**config.mk**
```make
export PLATFORM = sky130hd
export DESIGN_NAME = guess_round_ctrl
export DESIGN_NICKNAME = d
export VERILOG_FILES = /design/src/rtl/mastermind_pkg.sv /design/src/rtl/guess_validator.sv /design/src/rtl/guess_round_ctrl.sv
export SDC_FILE = /design/constraint.sdc
export NUM_CORES = 1
export LEC_CHECK = 0
export BUFFER_PORTS_ARGS = -buffer_cell sky130_fd_sc_hd__buf_2
export CAP_MARGIN = 40
export CORE_MARGIN = 2
export CORE_UTILIZATION = 44
export DETAILED_ROUTE_END_ITERATION = 10
export HOLD_SLACK_MARGIN = 0.1
export PLACE_DENSITY = 0.83
export SETUP_SLACK_MARGIN = 0.05
export SYNTH_ARGS = -nofsm -noshare
export SYNTH_HDL_FRONTEND = slang
export SYNTH_SLANG_ARGS = --single-unit
```
**constraint.sdc**
```tcl
create_clock -name clock -period 1.5 [get_ports clock]
set_input_delay 0.3 -clock clock [delete_from_list [all_inputs] [get_ports clock]]
set_output_delay 0.3 -clock clock [all_outputs]
set_load 0.1 [all_outputs]
```
**src/rtl/mastermind_pkg.sv**
```systemverilog
// Shared code geometry, round state encoding and peg extraction for the
// guess round sequencer.
package mastermind_pkg;

   localparam int unsigned PEG_W    = 3;
   localparam int unsigned NUM_PEGS = 4;
   localparam int unsigned CODE_W   = PEG_W * NUM_PEGS;

   typedef enum logic [2:0] {
      ST_IDLE,
      ST_CLEAR,
      ST_COMPARE,
      ST_CAPTURE,
      ST_GAME_OVER
   } round_state_t;

   function automatic logic [PEG_W-1:0] peg_of(input logic [CODE_W-1:0] code,
                                                input logic [1:0]        idx);
      case (idx)
         2'd0:    return code[2:0];
         2'd1:    return code[5:3];
         2'd2:    return code[8:6];
         default: return code[11:9];
      endcase
   endfunction

endpackage

```
**src/rtl/guess_validator.sv**
```systemverilog
// Combinational range check: flags a guess whose pegs are all legal colours.
// Only instantiated when GUESS_CHECK_EN is defined.
module guess_validator
   import mastermind_pkg::*;
#(
   parameter int unsigned NUM_COLOURS = 6
) (
   input  logic [CODE_W-1:0] code,
   output logic              ok
);

   always_comb begin
      ok = 1'b1;
      for (int i = 0; i < NUM_PEGS; i++) begin
         if (32'(peg_of(code, 2'(i))) >= NUM_COLOURS) ok = 1'b0;
      end
   end

endmodule

```
**src/rtl/guess_round_ctrl.sv**
```systemverilog
// Round sequencer feeding the peg compare stage; tracks guesses and win/lose.
// Build option GUESS_CHECK_EN rejects guesses with out-of-range pegs.
//
// state        | meaning
// ST_IDLE      | waiting for guess_submit or new_game
// ST_CLEAR     | one cycle clearing the compare stage's red/white counts
// ST_COMPARE   | four cycles walking compare_i 0..3 with compareEn high
// ST_CAPTURE   | compare stage results final, latched at the closing edge
// ST_GAME_OVER | win or lose reached; only new_game leaves
module guess_round_ctrl
   import mastermind_pkg::*;
#(
   parameter int unsigned MAX_GUESSES = 10,
   parameter int unsigned CNT_W       = 4,
   parameter int unsigned NUM_COLOURS = 6
) (
   input  logic              clock,
   input  logic              resetn,
   input  logic              new_game,
   input  logic [CODE_W-1:0] secret_in,
   input  logic              guess_submit,
   input  logic [CODE_W-1:0] guess_in,
   input  logic [2:0]        red_in,
   input  logic [2:0]        white_in,
   output logic              resetRedWhite,
   output logic              compareEn,
   output logic [1:0]        compare_i,
   output logic [PEG_W-1:0]  curr_code,
   output logic [CODE_W-1:0] guess,
   output logic              busy,
   output logic              result_valid,
   output logic [2:0]        red_out,
   output logic [2:0]        white_out,
   output logic [CNT_W-1:0]  guess_count,
   output logic              win,
   output logic              lose,
   output logic              invalid_guess
);

   if (MAX_GUESSES < 1 || MAX_GUESSES > 15 || (MAX_GUESSES >> CNT_W) != 0 ||
       NUM_COLOURS < 1 || NUM_COLOURS > 8) begin : g_bad_params
      $error("guess_round_ctrl: illegal MAX_GUESSES/CNT_W/NUM_COLOURS");
   end

   round_state_t      state;
   logic [CODE_W-1:0] secret;
   logic [CNT_W-1:0]  cnt_next;
   logic              hit;
   logic              last_guess;
   logic              guess_ok;

`ifdef GUESS_CHECK_EN
   guess_validator #(.NUM_COLOURS(NUM_COLOURS)) u_validator (
      .code (guess_in),
      .ok   (guess_ok)
   );
`else
   assign guess_ok = 1'b1;
`endif

   assign cnt_next   = guess_count + CNT_W'(1);
   assign hit        = (red_in == 3'(NUM_PEGS));
   assign last_guess = (cnt_next == CNT_W'(MAX_GUESSES));
   assign curr_code  = peg_of(secret, compare_i);
   assign busy       = (state == ST_CLEAR) || (state == ST_COMPARE) ||
                       (state == ST_CAPTURE);

   always_ff @(posedge clock) begin
      if (!resetn) begin
         state         <= ST_IDLE;
         secret        <= '0;
         guess         <= '0;
         compare_i     <= '0;
         red_out       <= '0;
         white_out     <= '0;
         guess_count   <= '0;
         win           <= 1'b0;
         lose          <= 1'b0;
         result_valid  <= 1'b0;
         compareEn     <= 1'b0;
         invalid_guess <= 1'b0;
         resetRedWhite <= 1'b1;
      end else begin
         result_valid  <= 1'b0;
         invalid_guess <= 1'b0;
         resetRedWhite <= 1'b0;
         // new_game aborts any round in flight and wins over a same-cycle submit
         if (new_game) begin
            state         <= ST_IDLE;
            secret        <= secret_in;
            guess_count   <= '0;
            win           <= 1'b0;
            lose          <= 1'b0;
            red_out       <= '0;
            white_out     <= '0;
            compareEn     <= 1'b0;
            compare_i     <= '0;
            resetRedWhite <= 1'b1;
         end else begin
            case (state)
               ST_IDLE: begin
                  if (guess_submit) begin
                     if (guess_ok) begin
                        guess         <= guess_in;
                        resetRedWhite <= 1'b1;
                        compare_i     <= '0;
                        state         <= ST_CLEAR;
                     end else begin
                        invalid_guess <= 1'b1;
                     end
                  end
               end
               ST_CLEAR: begin
                  compareEn <= 1'b1;
                  compare_i <= '0;
                  state     <= ST_COMPARE;
               end
               ST_COMPARE: begin
                  if (compare_i == 2'd3) begin
                     compareEn <= 1'b0;
                     compare_i <= '0;
                     state     <= ST_CAPTURE;
                  end else begin
                     compare_i <= compare_i + 2'd1;
                  end
               end
               ST_CAPTURE: begin
                  red_out      <= red_in;
                  white_out    <= white_in;
                  result_valid <= 1'b1;
                  if (guess_count != CNT_W'(MAX_GUESSES)) guess_count <= cnt_next;
                  win          <= hit;
                  lose         <= !hit && last_guess;
                  state        <= (hit || last_guess) ? ST_GAME_OVER : ST_IDLE;
               end
               ST_GAME_OVER: ;
               default: state <= ST_IDLE;
            endcase
         end
      end
   end

endmodule

```
==> summary.txt, run 1 <==
Clock network
  – CTS tree: yes
  – Clock transition at path regs: 0.08 ns
  – Clock latency at the later pin of the worst-skew pair: 0.30 ns
  – CTS sink cnt: 44
  – H-tree levels: 2
  – Clk root buf: clkbuf_8
  – Longest Clk Path Bufs: 2
  – CTS buffer count: 5

Cells and area
  – Cell Count, Final, Fillers Out: 339
  – Share of cells above drive strength 1: 0.432
  – Finished Cell Area: 0.00283 sq mm
  – Most common cell after layout, fill and taps aside: buf_2
  – Final nets: 327
  – Synth-to-layout area growth: 45.7%
  – Most frequent cells in the layout: buf_2, dfxtp_1, mux2i_1, nor2b_1, nand2_1
  – N_diodes: 0

Timing
  – Max Fclk: 493 MHz
  – Setup WS post-layout: -0.530 ns
  – Setup TNS: -1.66 ns
  – RSZ-0062 raised after global routing: true
  – Min Tclk post-route: 2.03 ns
  – Period Utilization, post-route: 1.35
  – Final Hold Fails: 0
  – Slew Limit Fails: 0
  – Setup violations, final: 15
  – Skew final: 0.00565 ns

Global routing
  – Most used routing layer: met2
  – GR Util met2: 0.343
  – First-pass GRT wire length: 7890 um
  – Largest net degree at the start of global routing: 25
  – Global Route Usage Sum: 0.203
  – Grt met1 use: 0.235
  – Grt ovf: 0
  – Met3 usage: 0.0563
  – Vias in the first global route: 1643
  – Initial antenna violation count: 0

Worst setup path
  – Startpoint types: flip-flop
  – Slowest-stage cell, CP: a222oi_1
  – Crit path kind: flip-flop to output pin
  – CP max FO: 3
  – WP data arrival: 1.73 ns
  – Slowest stage delay, CP: 0.39 ns
  – R2r startpoint: state[2]
  – Worst Setup SP: compare_i[0]
  – CP Data Required Time: 1.20 ns
  – CP Cell Sequence: inv_4 -> ha_4 -> a222oi_1 -> buf_4 -> mux2i_4 -> buf_12
  – Critical Path End Type: output pin

Synthesis
  – Synth Area in Simple Gates: 0.197
  – Unique masters post-synth: 36
  – Post-synthesis mux area share: 0.145
  – Sequential cell area fraction in the yosys report: 0.454
  – Yosys warns: 0
  – Compound-cell area share of the yosys netlist: 0.0832
  – Synthesized area: 0.00194 sq mm
  – Post-Synth Adder-Cell Area: 0.0452
  – XOR/XNOR Fraction of Synth Area: 0.0181
  – Synthesized net count: 242
  – Synthesized flop and latch total: 44
  – Largest family of logic cells by synthesized area: simple AND/OR/NAND/NOR gates
  – Avg Cell Area, Syn: 9.65 sq um
  – Mapped Cells: 201

Power and ir drop
  – Static Leak: 1.20 nW
  – Total Power: 0.00260 W
  – Pwr/cell area: 921 mW/mm^2
  – VDD IR max: 0.690 mV

Routing
  – Via count: 1735
  – WL/cell: 14.2 um
  – Total wire length: 4820 um
  – Vias per std cell: 5.12
  – DRT iter0 DRCs: 78
  – Residual DRC count: 0
  – Post-route ant nets: 0
  – Drt first pass iters: 4

Floorplanning
  – I/O pin cnt: 68
  – Rows: 24
  – Die Area: 0.00495 sq mm
  – Initial Utilization: 0.452
  – Overall die width: 70.4 um
  – CORE AREA: 0.00429 sq mm
  – Die Y-Extent: 70.4 um

Min path
  – Hold crit path type: input port to flip-flop
  – Hold Path Origin: white_in[2]

Place
  – Placement Setup Slack: -0.217 ns
  – DP HPWL: 3130 um
  – Number of buffers added on ports: 66
  – Cell Area, Placed: 0.00254 sq mm
  – Dpl cells: 326
  – GPL Wtd Cong: 0.769

Status
  – Result of the run: complete, but fails checks
  – Failing checks: negative setup slack

Job
  – Maximum capacitance violations: 0
## state kept, by name (all words and copies together), names as in the netlist
register and count:
lose 1, win 1, compareEn 1, result_valid 1, red_out 3, guess_count 4, state 3, compare_i 2
resetRedWhite 1, white_out 3, guess 12, secret 12
## critical path: cells and delay by family (launching register included)
family / cells / cell delay, ns
buf+inv: 3 / 0.42
compound gates: 1 / 0.39
flops: 1 / 0.38
fa+ha+maj: 1 / 0.16
mux: 1 / 0.07
## kinds of logic (layout without fill, tap and decap cells)
group / Yosys count / after routing
XOR/XNOR: 4 / 4
other: 1 / 1
adder cells (fa/ha/maj): 7 / 7
multiplexers: 28 / 28
AND/OR/NAND/NOR: 70 / 70
buffers and inverters: 21 / 107
flip-flops: 44 / 44
AO/OA/AOI/OAI: 26 / 26
## cell usage after synthesis, drive strengths merged
library cell	instances	area share
a22o	1	0.0045
a211oi	2	0.0077
conb	1	0.0019
nor4bb	1	0.0052
dfxtp	44	0.45
nand4	1	0.0032
nor4	2	0.0065
nand2	23	0.045
nor3b	1	0.0039
nand3	2	0.0052
buf	5	0.025
nor2	7	0.017
o21ai	4	0.010
nand2b	1	0.0032
xnor2	3	0.014
and3b	1	0.0045
a222oi	3	0.015
o41ai	1	0.0045
a41oi	1	0.0045
ha	7	0.045
nor3	2	0.0052
and2	1	0.0032
xor2	1	0.0045
inv	8	0.015
or4b	1	0.0071
nor2b	25	0.081
a21oi	14	0.036
nand4b	1	0.0045
or2	1	0.0032
mux2i	28	0.14
clkbuf	8	0.015
## final timing paths
check / slack [ns] / end / depth (start not counted)
min reg2reg: 0.45 / win / 2
max: -0.53 / curr_code[2] / 6
max reg2reg: -0.04 / guess[3] / 5
min: 0.24 / white_out[2] / 3
## power by group
part / leakage (nW) / internal [W] / switching, W
Combinational: 0.780 / 0.000177 / 0.000316
Sequential: 0.364 / 0.00120 / 0.0000222
Clock: 0.0596 / 0.000478 / 0.000409
Total: 1.20 / 0.00185 / 0.000748
## metal layers
layer / part of all wire / up-vias
met5: 0 / -
met4: 0.030 / 0
met3: 0.050 / 13
met2: 0.52 / 54
met1: 0.40 / 818
li1: - / 850
## layout make-up
| cell class | instances | area [sq um] |
|---|---|---|
| multi-input combinational | 136 | 1050 |
| inverter | 8 | 35.0 |
| clock buffer | 7 | 108 |
| tap | 52 | 65.1 |
| fill | 335 | 1470 |
| sequential | 44 | 901 |
| clock inverter | 1 | 8.76 |
| timing repair buffer | 91 | 658 |
## what timing repair did
| item | 4_1_cts | 5_1_grt |
|---|---|---|
| cloned | 1 | 0 |
| hold buffers | 0 | 0 |
| resized for setup | 24 | 9 |
| setup endpoints to repair | 16 | 21 |
| pin swaps | 6 | 5 |
| buffers inserted | 4 | 0 |
## metrics by stage
step / hold slack, ns / utilization
global route: 0.241 / 0.658
detailed placement: 0.446 / 0.592
global placement: 0.440 / 0.592
floorplan: 0.428 / -
finish: 0.238 / 0.658
CTS: 0.234 / 0.652
Power figures use the tool's default switching activity.
==> run 2: changes to the inputs <==
CORE_MARGIN = 5   (was 2)
==> run 2 against run 1 <==
  * The run still ends with negative setup slack left
  * Largest power group unchanged
  * Critical path depth unchanged
  * Sequential power about the same
  * Power down 6.4%
  * Die area up 18%
  * Largest cell class unchanged
  * Combinational power down 0.8%
  * Register-to-register slack about the same
  * First-iteration DRC count up 12%
  * Global-route usage down 4.6 points
  * Critical endpoint is now curr_code[1]
  * Clock power down 18%
  * Maximum frequency up 1.1%
==> summary.txt, run 2 (synthesis results as in run 1) <==
Timing
  – Setup WS post-layout: -0.509 ns
  – Period Utilization, post-route: 1.34
  – Hold slack: 0.243 ns
  – RSZ-0062 raised after global routing: true
  – Skew final: 0.00479 ns
  – Slew Limit Fails: 0
  – Final Hold Fails: 0
  – Setup violations, final: 16
  – Min Tclk post-route: 2.01 ns
  – Max Fclk: 498 MHz

Global routing
  – Vias in the first global route: 1655
  – Initial antenna violation count: 0
  – Largest net degree at the start of global routing: 16
  – First-pass GRT wire length: 7580 um
  – Grt ovf: 0
  – Global Route Usage Sum: 0.158

Clock network
  – CTS sink cnt: 44
  – Clock transition at path regs: 0.08 ns
  – Clock latency at the later pin of the worst-skew pair: 0.29 ns
  – CTS tree: yes
  – CTS buffer count: 5
  – H-tree levels: 2
  – Clk root buf: clkbuf_8
  – Longest Clk Path Bufs: 2

Place
  – Cell Area, Placed: 0.00253 sq mm
  – DP HPWL: 3290 um
  – Number of buffers added on ports: 66
  – Placement Setup Slack: -0.242 ns
  – GPL Wtd Cong: 0.742

Routing
  – Post-route ant nets: 0
  – DRT iter0 DRCs: 87
  – Total wire length: 4860 um
  – Drt first pass iters: 5
  – Vias per std cell: 4.98
  – WL/cell: 14.1 um
  – Residual DRC count: 0
  – Via count: 1713

Worst setup path
  – WP data arrival: 1.71 ns
  – Startpoint types: flip-flop
  – Worst Setup SP: compare_i[1]
  – CP Data Required Time: 1.20 ns
  – Crit path kind: flip-flop to output pin
  – Critical Path End Type: output pin
  – R2r startpoint: state[0]
  – CP max FO: 3

Power and ir drop
  – VDD IR max: 0.569 mV
  – Pwr/cell area: 867 mW/mm^2
  – Total Power: 0.00244 W
  – Static Leak: 1.21 nW

Floorplanning
  – Die Y-Extent: 76.4 um
  – Die Area: 0.00584 sq mm
  – Overall die width: 76.4 um
  – Initial Utilization: 0.448
  – I/O pin cnt: 68
  – Rows: 24
  – CORE AREA: 0.00432 sq mm

Cells and area
  – Largest regs: guess: 12 flops, secret: 12 flops, guess_count: 4 flops
  – Final nets: 332
  – Layout fillers: 370
  – Post-layout util: 0.650
  – Most frequent cells in the layout: buf_2, dfxtp_1, mux2i_1, nor2b_1, buf_4
  – Flip-flop and latch area: 900 sq um
  – Share of cells above drive strength 1: 0.442
  – Finished Cell Area: 0.00281 sq mm
  – N_diodes: 0
  – Most common cell after layout, fill and taps aside: buf_2
  – Synth-to-layout area growth: 44.8%
  – Multi-input logic area: 0.00105 sq mm

Status
  – Result of the run: complete, but fails checks
  – Failing checks: negative setup slack

Job
  – Maximum capacitance violations: 0

Min path
  – Hold Path Origin: white_in[2]
  – Hold crit path type: input port to flip-flop
## run 2: path summary, 6_finish.rpt
| check | endpoint | slack (ns) | cells after the start |
|---|---|---|---|
| max | curr_code[1] | -0.51 | 6 |
| min reg2reg | white_out[1] | 0.45 | 2 |
| max reg2reg | guess[0] | -0.05 | 5 |
| min | white_out[2] | 0.24 | 3 |
## run 2: repair_timing
item / in CTS / in global routing
pin swaps: 3 / 11
resized for setup: 21 / 12
setup endpoints to repair: 16 / 22
hold buffers: 0 / 0
gates cloned: 1 / 0
buffers inserted: 4 / 9
## run 2: worst max-delay path, stage by stage, from the launching register on
cell and delay [ns]:
dfxtp_4 0.38, inv_4 0.05, ha_4 0.16, a222oi_1 0.39, buf_4 0.19, mux2i_4 0.07
buf_12 0.17
## run 2: where the power goes
group	internal, W	switching [W]	total, W
combinational	0.000176	0.000314	0.000490
clock	0.000325	0.000399	0.000723
sequential	0.00120	0.0000226	0.00122
## run 2: layer usage
| layer | global-route usage | vias up | part of all wire |
|---|---|---|---|
| met2 | 0.281 | 42 | 0.53 |
| li1 | - | 863 | - |
| met3 | 0.0414 | 7 | 0.042 |
| met5 | 0 | - | 0 |
| met1 | 0.181 | 801 | 0.41 |
| met4 | 0.0524 | 0 | 0.016 |
## run 2: stage by stage
| stage | std cells | TNS [ns] |
|---|---|---|
| 2_1_floorplan | 201 | -1.90 |
| 3_3_place_gp | 324 | -0.966 |
| 3_5_place_dp | 324 | -1.47 |
| 4_1_cts | 337 | -2.11 |
| 5_1_grt | 344 | -2.70 |
| 6_report | 344 | -1.63 |
## run 2: layout make-up
| type | instances | area share |
|---|---|---|
| Clock buffer | 5 | 0.0245 |
| Clock inverter | 3 | 0.00668 |
| Inverter | 8 | 0.0125 |
| Multi-Input combinational cell | 136 | 0.373 |
| Sequential cell | 44 | 0.320 |
| Tap cell | 52 | 0.0232 |
| Timing Repair Buffer | 96 | 0.240 |
